**src/rtl/wb_pkg_hdl.sv**
```systemverilog
// Shared types and register-map constants for the Wishbone register responder.
package wb_pkg_hdl;

    typedef enum logic [1:0] {
        ST_IDLE,
        ST_WAIT,
        ST_RESP
    } state_t;

    typedef enum logic [1:0] {
        RSP_ACK,
        RSP_ERR,
        RSP_RTY
    } resp_t;

    localparam int unsigned CTRL_IDX      = 0;
    localparam int unsigned STAT_IDX      = 1;
    localparam int unsigned CTRL_IE_BIT   = 0;
    localparam int unsigned CTRL_LOCK_BIT = 1;
    localparam int unsigned STAT_PEND_BIT = 0;

    // The ID register always sits at the top of the map.
    function automatic int unsigned id_index(input int unsigned num_regs);
        return num_regs - 1;
    endfunction

endpackage

```
**src/rtl/wb_reg_bank.sv**
```systemverilog
// Register storage for the responder: CTRL/STAT/ID plus general RW words,
// byte-lane writes, read mux and interrupt generation.
module wb_reg_bank
    import wb_pkg_hdl::*;
#(
    parameter int unsigned              DW       = 16,
    parameter int unsigned              NUM_REGS = 16,
    parameter int unsigned              IDX_W    = $clog2(NUM_REGS),
    parameter logic [DW-1:0]            ID_VALUE = 16'hB00C
) (
    input  logic             clk,
    input  logic             rst,
    input  logic [IDX_W-1:0] idx,
    input  logic             wr_en,
    input  logic [DW-1:0]    wr_data,
    input  logic [DW/8-1:0]  wr_sel,
    output logic [DW-1:0]    rd_data,
    output logic             lock,
    output logic             inta
);

    localparam logic [IDX_W-1:0] CTRL_I = IDX_W'(CTRL_IDX);
    localparam logic [IDX_W-1:0] STAT_I = IDX_W'(STAT_IDX);
    localparam logic [IDX_W-1:0] ID_I   = IDX_W'(id_index(NUM_REGS));

    logic [DW-1:0] gen_q [NUM_REGS];
    logic          ie_q;
    logic          lock_q;
    logic          pend_q;

    // NOTE: the storage array is reset element by element because a reset is
    // required to clear every register; this keeps it out of RAM inference.
    always_ff @(posedge clk or negedge rst) begin
        if (!rst) begin
            for (int i = 0; i < NUM_REGS; i++) gen_q[i] <= '0;
            ie_q   <= 1'b0;
            lock_q <= 1'b0;
            pend_q <= 1'b0;
        end else if (wr_en) begin
            if (idx == CTRL_I) begin
                if (wr_sel[0]) begin
                    ie_q   <= wr_data[CTRL_IE_BIT];
                    lock_q <= wr_data[CTRL_LOCK_BIT];
                end
            end else if (idx == STAT_I) begin
                if (wr_sel[0] && wr_data[STAT_PEND_BIT]) pend_q <= 1'b0;
            end else if (idx != ID_I) begin
                for (int b = 0; b < DW/8; b++) begin
                    if (wr_sel[b]) gen_q[idx][8*b +: 8] <= wr_data[8*b +: 8];
                end
                pend_q <= 1'b1;
            end
        end
    end

    // NOTE: every always_comb output gets a default first so no path can
    // leave it unassigned and infer a latch.
    always_comb begin
        rd_data = '0;
        if (idx == CTRL_I) begin
            rd_data[CTRL_IE_BIT]   = ie_q;
            rd_data[CTRL_LOCK_BIT] = lock_q;
        end else if (idx == STAT_I) begin
            rd_data[STAT_PEND_BIT] = pend_q;
        end else if (idx == ID_I) begin
            rd_data = ID_VALUE;
        end else begin
            rd_data = gen_q[idx];
        end
    end

    assign lock = lock_q;
    assign inta = ie_q & pend_q;

endmodule

```
**src/rtl/wb_reg_responder.sv**
```systemverilog
// Wishbone slave with programmable wait states: IDLE/WAIT/RESP FSM, address
// decode and termination selection in front of the register bank.
module wb_reg_responder
    import wb_pkg_hdl::*;
#(
    parameter int unsigned                 WB_ADDR_WIDTH = 32,
    parameter int unsigned                 WB_DATA_WIDTH = 16,
    parameter int unsigned                 NUM_REGS      = 16,
    parameter int unsigned                 WAIT_STATES   = 1,
    parameter logic [WB_DATA_WIDTH-1:0]    ID_VALUE      = 16'hB00C
) (
    input  logic                       clk,
    input  logic                       rst,
    input  logic                       cyc,
    input  logic                       stb,
    input  logic                       we,
    input  logic [WB_ADDR_WIDTH-1:0]   adr,
    input  logic [WB_DATA_WIDTH-1:0]   dout,
    input  logic [WB_DATA_WIDTH/8-1:0] sel,
    output logic [WB_DATA_WIDTH-1:0]   din,
    output logic                       ack,
    output logic                       err,
    output logic                       rty,
    output logic                       inta
);

    localparam int unsigned NB      = WB_DATA_WIDTH / 8;
    localparam int unsigned ADR_LSB = $clog2(NB);
    localparam int unsigned IDX_W   = $clog2(NUM_REGS);
    localparam logic [IDX_W-1:0] CTRL_I = IDX_W'(CTRL_IDX);
    localparam logic [IDX_W-1:0] STAT_I = IDX_W'(STAT_IDX);
    localparam logic [IDX_W-1:0] ID_I   = IDX_W'(id_index(NUM_REGS));
    localparam logic [WB_ADDR_WIDTH-1:0] LOW_MASK = WB_ADDR_WIDTH'((1 << ADR_LSB) - 1);

    state_t                     state_q, state_d;
    logic [3:0]                 cnt_q, cnt_d;
    resp_t                      resp_q, resp_d;
    logic                       enter_resp;
    logic [WB_ADDR_WIDTH-1:0]   adr_q, req_adr;
    logic                       we_q, req_we;
    logic [WB_DATA_WIDTH-1:0]   dout_q, req_dout;
    logic [NB-1:0]              sel_q, req_sel;
    logic [IDX_W-1:0]           idx;
    logic                       out_of_range, is_gen, lock, wr_en;
    logic [WB_DATA_WIDTH-1:0]   rd_data;

    // With zero wait states the commit happens on the sampling edge itself,
    // so decode must look at the live bus while still in IDLE.
    assign req_adr  = (state_q == ST_IDLE) ? adr  : adr_q;
    assign req_we   = (state_q == ST_IDLE) ? we   : we_q;
    assign req_dout = (state_q == ST_IDLE) ? dout : dout_q;
    assign req_sel  = (state_q == ST_IDLE) ? sel  : sel_q;

    assign idx          = req_adr[ADR_LSB +: IDX_W];
    assign out_of_range = ((req_adr >> (ADR_LSB + IDX_W)) != '0) || ((req_adr & LOW_MASK) != '0);
    assign is_gen       = (idx != CTRL_I) && (idx != STAT_I) && (idx != ID_I);

    always_comb begin
        resp_d = RSP_ACK;
        if (out_of_range || (req_we && idx == ID_I)) resp_d = RSP_ERR;
        else if (req_we && is_gen && lock)           resp_d = RSP_RTY;
    end

    always_comb begin
        state_d    = state_q;
        cnt_d      = cnt_q;
        enter_resp = 1'b0;
        unique case (state_q)
            ST_IDLE: begin
                if (cyc && stb) begin
                    if (WAIT_STATES == 0) begin
                        state_d    = ST_RESP;
                        enter_resp = 1'b1;
                    end else begin
                        state_d = ST_WAIT;
                        cnt_d   = 4'(WAIT_STATES - 1);
                    end
                end
            end
            ST_WAIT: begin
                if (!cyc) begin
                    state_d = ST_IDLE;
                    cnt_d   = '0;
                end else if (cnt_q == '0) begin
                    state_d    = ST_RESP;
                    enter_resp = 1'b1;
                end else begin
                    cnt_d = cnt_q - 4'd1;
                end
            end
            default: state_d = ST_IDLE;
        endcase
    end

    assign wr_en = enter_resp && (resp_d == RSP_ACK) && req_we;

    // NOTE: state is updated with non-blocking assignments so every register
    // sees the pre-edge values of its neighbours.
    always_ff @(posedge clk or negedge rst) begin
        if (!rst) begin
            state_q <= ST_IDLE;
            cnt_q   <= '0;
            resp_q  <= RSP_ACK;
            adr_q   <= '0;
            we_q    <= 1'b0;
            dout_q  <= '0;
            sel_q   <= '0;
        end else begin
            state_q <= state_d;
            cnt_q   <= cnt_d;
            if (state_q == ST_IDLE && cyc && stb) begin
                adr_q  <= adr;
                we_q   <= we;
                dout_q <= dout;
                sel_q  <= sel;
            end
            if (enter_resp) resp_q <= resp_d;
        end
    end

    wb_reg_bank #(
        .DW       (WB_DATA_WIDTH),
        .NUM_REGS (NUM_REGS),
        .IDX_W    (IDX_W),
        .ID_VALUE (ID_VALUE)
    ) u_bank (
        .clk     (clk),
        .rst     (rst),
        .idx     (idx),
        .wr_en   (wr_en),
        .wr_data (req_dout),
        .wr_sel  (req_sel),
        .rd_data (rd_data),
        .lock    (lock),
        .inta    (inta)
    );

    assign ack = (state_q == ST_RESP) && (resp_q == RSP_ACK);
    assign err = (state_q == ST_RESP) && (resp_q == RSP_ERR);
    assign rty = (state_q == ST_RESP) && (resp_q == RSP_RTY);
    assign din = (ack && !we_q) ? rd_data : '0;

endmodule

```
**config.mk**
```make
export PLATFORM = sky130hd
export DESIGN_NAME = wb_reg_responder
export DESIGN_NICKNAME = d
export VERILOG_FILES = /design/src/rtl/wb_pkg_hdl.sv /design/src/rtl/wb_reg_bank.sv /design/src/rtl/wb_reg_responder.sv
export SDC_FILE = /design/constraint.sdc
export NUM_CORES = 1
export LEC_CHECK = 0
export CORE_AREA = 2 2 174 176
export CTS_BUF_LIST = sky130_fd_sc_hd__clkbuf_4
export CTS_CLUSTER_SIZE = 30
export DETAILED_ROUTE_END_ITERATION = 7
export DIE_AREA = 0 0 176 178
export HOLD_SLACK_MARGIN = 0.02
export PLACE_DENSITY_LB_ADDON = 0.12
export SLEW_MARGIN = 0
export SYNTH_ARGS = -nofsm -noshare
export SYNTH_HDL_FRONTEND = slang
export SYNTH_SLANG_ARGS = --single-unit
```
**constraint.sdc**
```tcl
create_clock -name clk -period 3.7 [get_ports clk]
set_input_delay 0.74 -clock clk [delete_from_list [all_inputs] [get_ports clk]]
set_output_delay 0.74 -clock clk [all_outputs]
set_load 0.02 [all_outputs]
```
==> flow_summary.html <==
<table>
<tr><th>Metric</th><th>Value</th></tr>
<tr><th colspan="2">Outcome</th></tr>
<tr><td>Outcome</td><td>finished, violations left</td></tr>
<tr><td>Violations in the final reports</td><td>setup timing</td></tr>
<tr><th colspan="2">Synth</th></tr>
<tr><td>Post-synth top area cell</td><td>dfrtp_1</td></tr>
<tr><td>Async SR Flop Fraction</td><td>100%</td></tr>
<tr><td>Most instantiated cells after synthesis</td><td>dfrtp_1, mux2_2, nand2_1</td></tr>
<tr><td>Most used DFF post-synth</td><td>dfrtp_1</td></tr>
<tr><td>Average cell area after synthesis</td><td>13.5 um^2</td></tr>
<tr><td>Area share of the largest cell type after synthesis</td><td>52.4%</td></tr>
<tr><td>Cell count after synthesis</td><td>965</td></tr>
<tr><td>EDFF count, synth</td><td>0</td></tr>
<tr><td>Most used standard cell by instance count after synthesis</td><td>dfrtp_1</td></tr>
<tr><td>Top cells by area in the synthesized netlist</td><td>dfrtp_1, mux2_2, mux4_2, nand2_1, mux2_4</td></tr>
<tr><td>Post-synth design cell area</td><td>13000 um^2</td></tr>
<tr><td>Register bit count reported by yosys</td><td>273</td></tr>
<tr><td>Fraction of the yosys area taken by sequential cells</td><td>52.4%</td></tr>
<tr><td>Count of distinct cell types in the synthesized netlist</td><td>64</td></tr>
<tr><td>Net count after synthesis</td><td>1021</td></tr>
<tr><td>Synth Warn #</td><td>0</td></tr>
<tr><th colspan="2">Setup path</th></tr>
<tr><td>Type of destination of the critical path</td><td>primary output</td></tr>
<tr><td>Kind of start point of the critical path</td><td>input port</td></tr>
<tr><td>Kind of critical path</td><td>input port to primary output</td></tr>
<tr><td>Data required time of the critical path</td><td>2960 ps</td></tr>
<tr><td>Arr. time, crit path</td><td>3090 ps</td></tr>
<tr><td>Worst reg-to-reg path cell count</td><td>11</td></tr>
<tr><td>CP max FO</td><td>5</td></tr>
<tr><th colspan="2">Layout</th></tr>
<tr><td>Share of cells above drive strength 1</td><td>52.5%</td></tr>
<tr><td>Final-stage net count</td><td>1265</td></tr>
<tr><td>Layout-stage area growth over the synthesis result</td><td>28.5%</td></tr>
<tr><th colspan="2">Clock tree</th></tr>
<tr><td>CTS buffer count</td><td>80</td></tr>
<tr><td>Register clock-pin slew on the reported worst setup and hold paths</td><td>60 ps</td></tr>
<tr><td>Count of clock tree sinks</td><td>273</td></tr>
<tr><td>Clock tree from TritonCTS</td><td>yes</td></tr>
<tr><td>Clock latency of the later-clocked register in the worst-skew pair</td><td>700 ps</td></tr>
<tr><td>Clk Tree Root Cell</td><td>clkbuf_4</td></tr>
<tr><td>Longest Clk Path Bufs</td><td>3</td></tr>
<tr><td>H-tree level count</td><td>3</td></tr>
<tr><th colspan="2">Worst hold path</th></tr>
<tr><td>Hold crit path type</td><td>input port to async pin</td></tr>
<tr><th colspan="2">Drt</th></tr>
<tr><td>Number of remaining DRC errors</td><td>0</td></tr>
<tr><td>Antenna Nets Post-Route</td><td>0</td></tr>
<tr><td>Routed WL</td><td>35.3 mm</td></tr>
<tr><td>Routed wire length per instance</td><td>21.3 um</td></tr>
<tr><td>Router iterations before antenna repair</td><td>5</td></tr>
<tr><td>Vias per inst</td><td>5.49</td></tr>
<tr><td>Detailed router's first-iteration violation count</td><td>511</td></tr>
<tr><td>Vias</td><td>9090</td></tr>
<tr><th colspan="2">STA</th></tr>
<tr><td>Worst-case clock skew</td><td>53.0 ps</td></tr>
<tr><td>Unrepaired setup endpoints after global routing</td><td>yes</td></tr>
<tr><td>Part of the cycle the worst path needs</td><td>104%</td></tr>
<tr><td>Fmax achieved</td><td>261 MHz</td></tr>
<tr><td>Headroom to the max-slew limit</td><td>53.1%</td></tr>
<tr><td>Worst Tran Pin Value</td><td>704 ps</td></tr>
<tr><td>Final Critical Period</td><td>3830 ps</td></tr>
<tr><td>Number of setup violations in the final report</td><td>16</td></tr>
<tr><td>Smallest setup slack after layout</td><td>-130 ps</td></tr>
<tr><td>Final count of hold timing violations</td><td>0</td></tr>
<tr><td>Number of pins with negative max-slew slack in the final report</td><td>0</td></tr>
<tr><td>Sum of negative setup slack</td><td>-1290 ps</td></tr>
<tr><th colspan="2">Flow run</th></tr>
<tr><td>Max-cap check violation count</td><td>0</td></tr>
<tr><th colspan="2">Die</th></tr>
<tr><td>Die Wd</td><td>176 um</td></tr>
<tr><td>Die height</td><td>178 um</td></tr>
<tr><td>Effective utilization at floorplan</td><td>44.3%</td></tr>
<tr><td>I/O pins</td><td>75</td></tr>
<tr><td>Die Area</td><td>31300 um^2</td></tr>
<tr><td>FP Rows</td><td>63</td></tr>
<tr><td>Core box area</td><td>29400 um^2</td></tr>
<tr><th colspan="2">Placement</th></tr>
<tr><td>DP Wirelength</td><td>22.8 mm</td></tr>
<tr><td>GPL Wtd Cong</td><td>0.829</td></tr>
<tr><td>Port-buffer cells</td><td>74</td></tr>
<tr><td>Pre-CTS WS</td><td>-707 ps</td></tr>
<tr><th colspan="2">GRT</th></tr>
<tr><td>Antenna violations before repair</td><td>1</td></tr>
<tr><td>Global-route wire length before repair</td><td>54.9 mm</td></tr>
<tr><td>Number of global-route vias before repair</td><td>9524</td></tr>
<tr><td>Largest net degree at the start of global routing</td><td>87</td></tr>
<tr><td>Total congestion overflow after global routing</td><td>0</td></tr>
<tr><td>Aggregate global-route resource usage</td><td>23.1%</td></tr>
<tr><th colspan="2">Pwr</th></tr>
<tr><td>Total power per unit cell area</td><td>552 nW/um^2</td></tr>
<tr><td>P_leak</td><td>7.81 nW</td></tr>
<tr><td>Worst ir drop on vdd</td><td>0.000226 V</td></tr>
</table>
final timing paths:
kind	startpoint	endpoint	slack, ps
min in group clk	u_bank.gen_q[0]$_DFFE_PN0P_	u_bank.gen_q[0]$_DFFE_PN0P_	380
min reg2reg	u_bank.gen_q[0]$_DFFE_PN0P_	u_bank.gen_q[0]$_DFFE_PN0P_	380
min	rst	adr_q[20]$_DFFE_PN0P_	70
max reg2reg	state_q[1]$_DFFE_PN0P_	u_bank.gen_q[132]$_DFFE_PN0P_	520
max in group asynchronous	rst	u_bank.gen_q[49]$_DFFE_PN0P_	2670
max	adr[1]	din[10]	-130
critical path, stage by stage:
cell and delay [ps]:
clkdlybuf4s50_1 490, or3b_4 490, nand2_8 140, buf_12 140, buf_12 110, mux4_2 500, nor2_2 140, a2111oi_4 60
buf_4 150, buf_6 120
flip-flops by register name, summed over array words and instances, names as in the netlist:
register	count
we_q	1
u_bank.ie_q	1
adr_q	32
sel_q	2
u_bank.lock	1
state_q	2
dout_q	16
u_bank.gen_q	211
resp_q	2
cnt_q	4
u_bank.pend_q	1
where the power goes:
part	switching (mW)	total, mW	internal (mW)
registers	0.169	3.42	3.25
logic	1.65	3.07	1.42
clock network	1.29	2.76	1.47
total	3.11	9.24	6.14
layer usage:
metal / vias to the layer above / global-route usage [%] / share of wire, %
met3: 79 / 4.80 / 5.0
met1: 4647 / 32.4 / 47
li1: 4094 / - / -
met2: 270 / 35.6 / 45
met5: - / 0 / 0
met4: 0 / 8.40 / 2.9
what timing repair did:
| item | CTS | global route |
|---|---|---|
| buffers inserted | 15 | 18 |
| resized for setup | 141 | 33 |
| cloned | 3 | 1 |
| endpoints found under the setup margin | 16 | 16 |
| hold buffers | 0 | 0 |
| pin swaps | 21 | 24 |
| hold endpoints to repair | 0 | 0 |
cell type report:
cell class | count | area [um^2]
diodes | 1 | 2.50
clock buffers | 113 | 848
clock inverters | 25 | 130
fillers | 2483 | 12700
inverters | 5 | 18.8
multi-input cells | 629 | 6250
flip-flops and latches | 273 | 6830
well taps | 390 | 488
repair buffers | 220 | 2170
per-stage QoR:
step / power (mW) / instances / utilization [%] / instance area [um^2] / hold WS [ps]
after floorplan: 4.92 / 965 / - / 13000 / 429
after global placement: 5.93 / 1483 / 50.9 / 15000 / 365
after detailed placement: 5.95 / 1483 / 50.9 / 15000 / 368
after CTS: 9.15 / 1637 / 55.9 / 16400 / 56.8
after global routing: 9.76 / 1656 / 56.9 / 16700 / 73.1
final: 9.24 / 1656 / 56.9 / 16700 / 68.5
layout by cell type (no fill, tap or decap), types with 7 or more instances in the layout:
| master | count |
|---|---|
| dfrtp_1 | 271 |
| mux2_2 | 247 |
| buf_4 | 115 |
| clkbuf_4 | 113 |
| nand2_1 | 103 |
| clkdlybuf4s50_1 | 57 |
| mux4_2 | 29 |
| mux2i_1 | 23 |
| buf_12 | 21 |
| mux2_4 | 20 |
| nor4_1 | 19 |
| buf_6 | 19 |
| clkinv_1 | 17 |
| a21oi_1 | 14 |
| nor2_1 | 13 |
| nor2_4 | 11 |
| nand3_1 | 10 |
| nor2_2 | 9 |
| o22ai_2 | 7 |
logic make-up after synthesis:
kind of cell / after synthesis / share of synthesized area (%)
compound gates: 93 / 5.32
simple gates: 210 / 8.73
buf+inv: 65 / 2.74
fa+ha+maj: 1 / 0.0960
flops: 273 / 52.4
mux: 321 / 30.5
xor+xnor: 2 / 0.134
No activity file was read; power rests on OpenSTA's default activity.
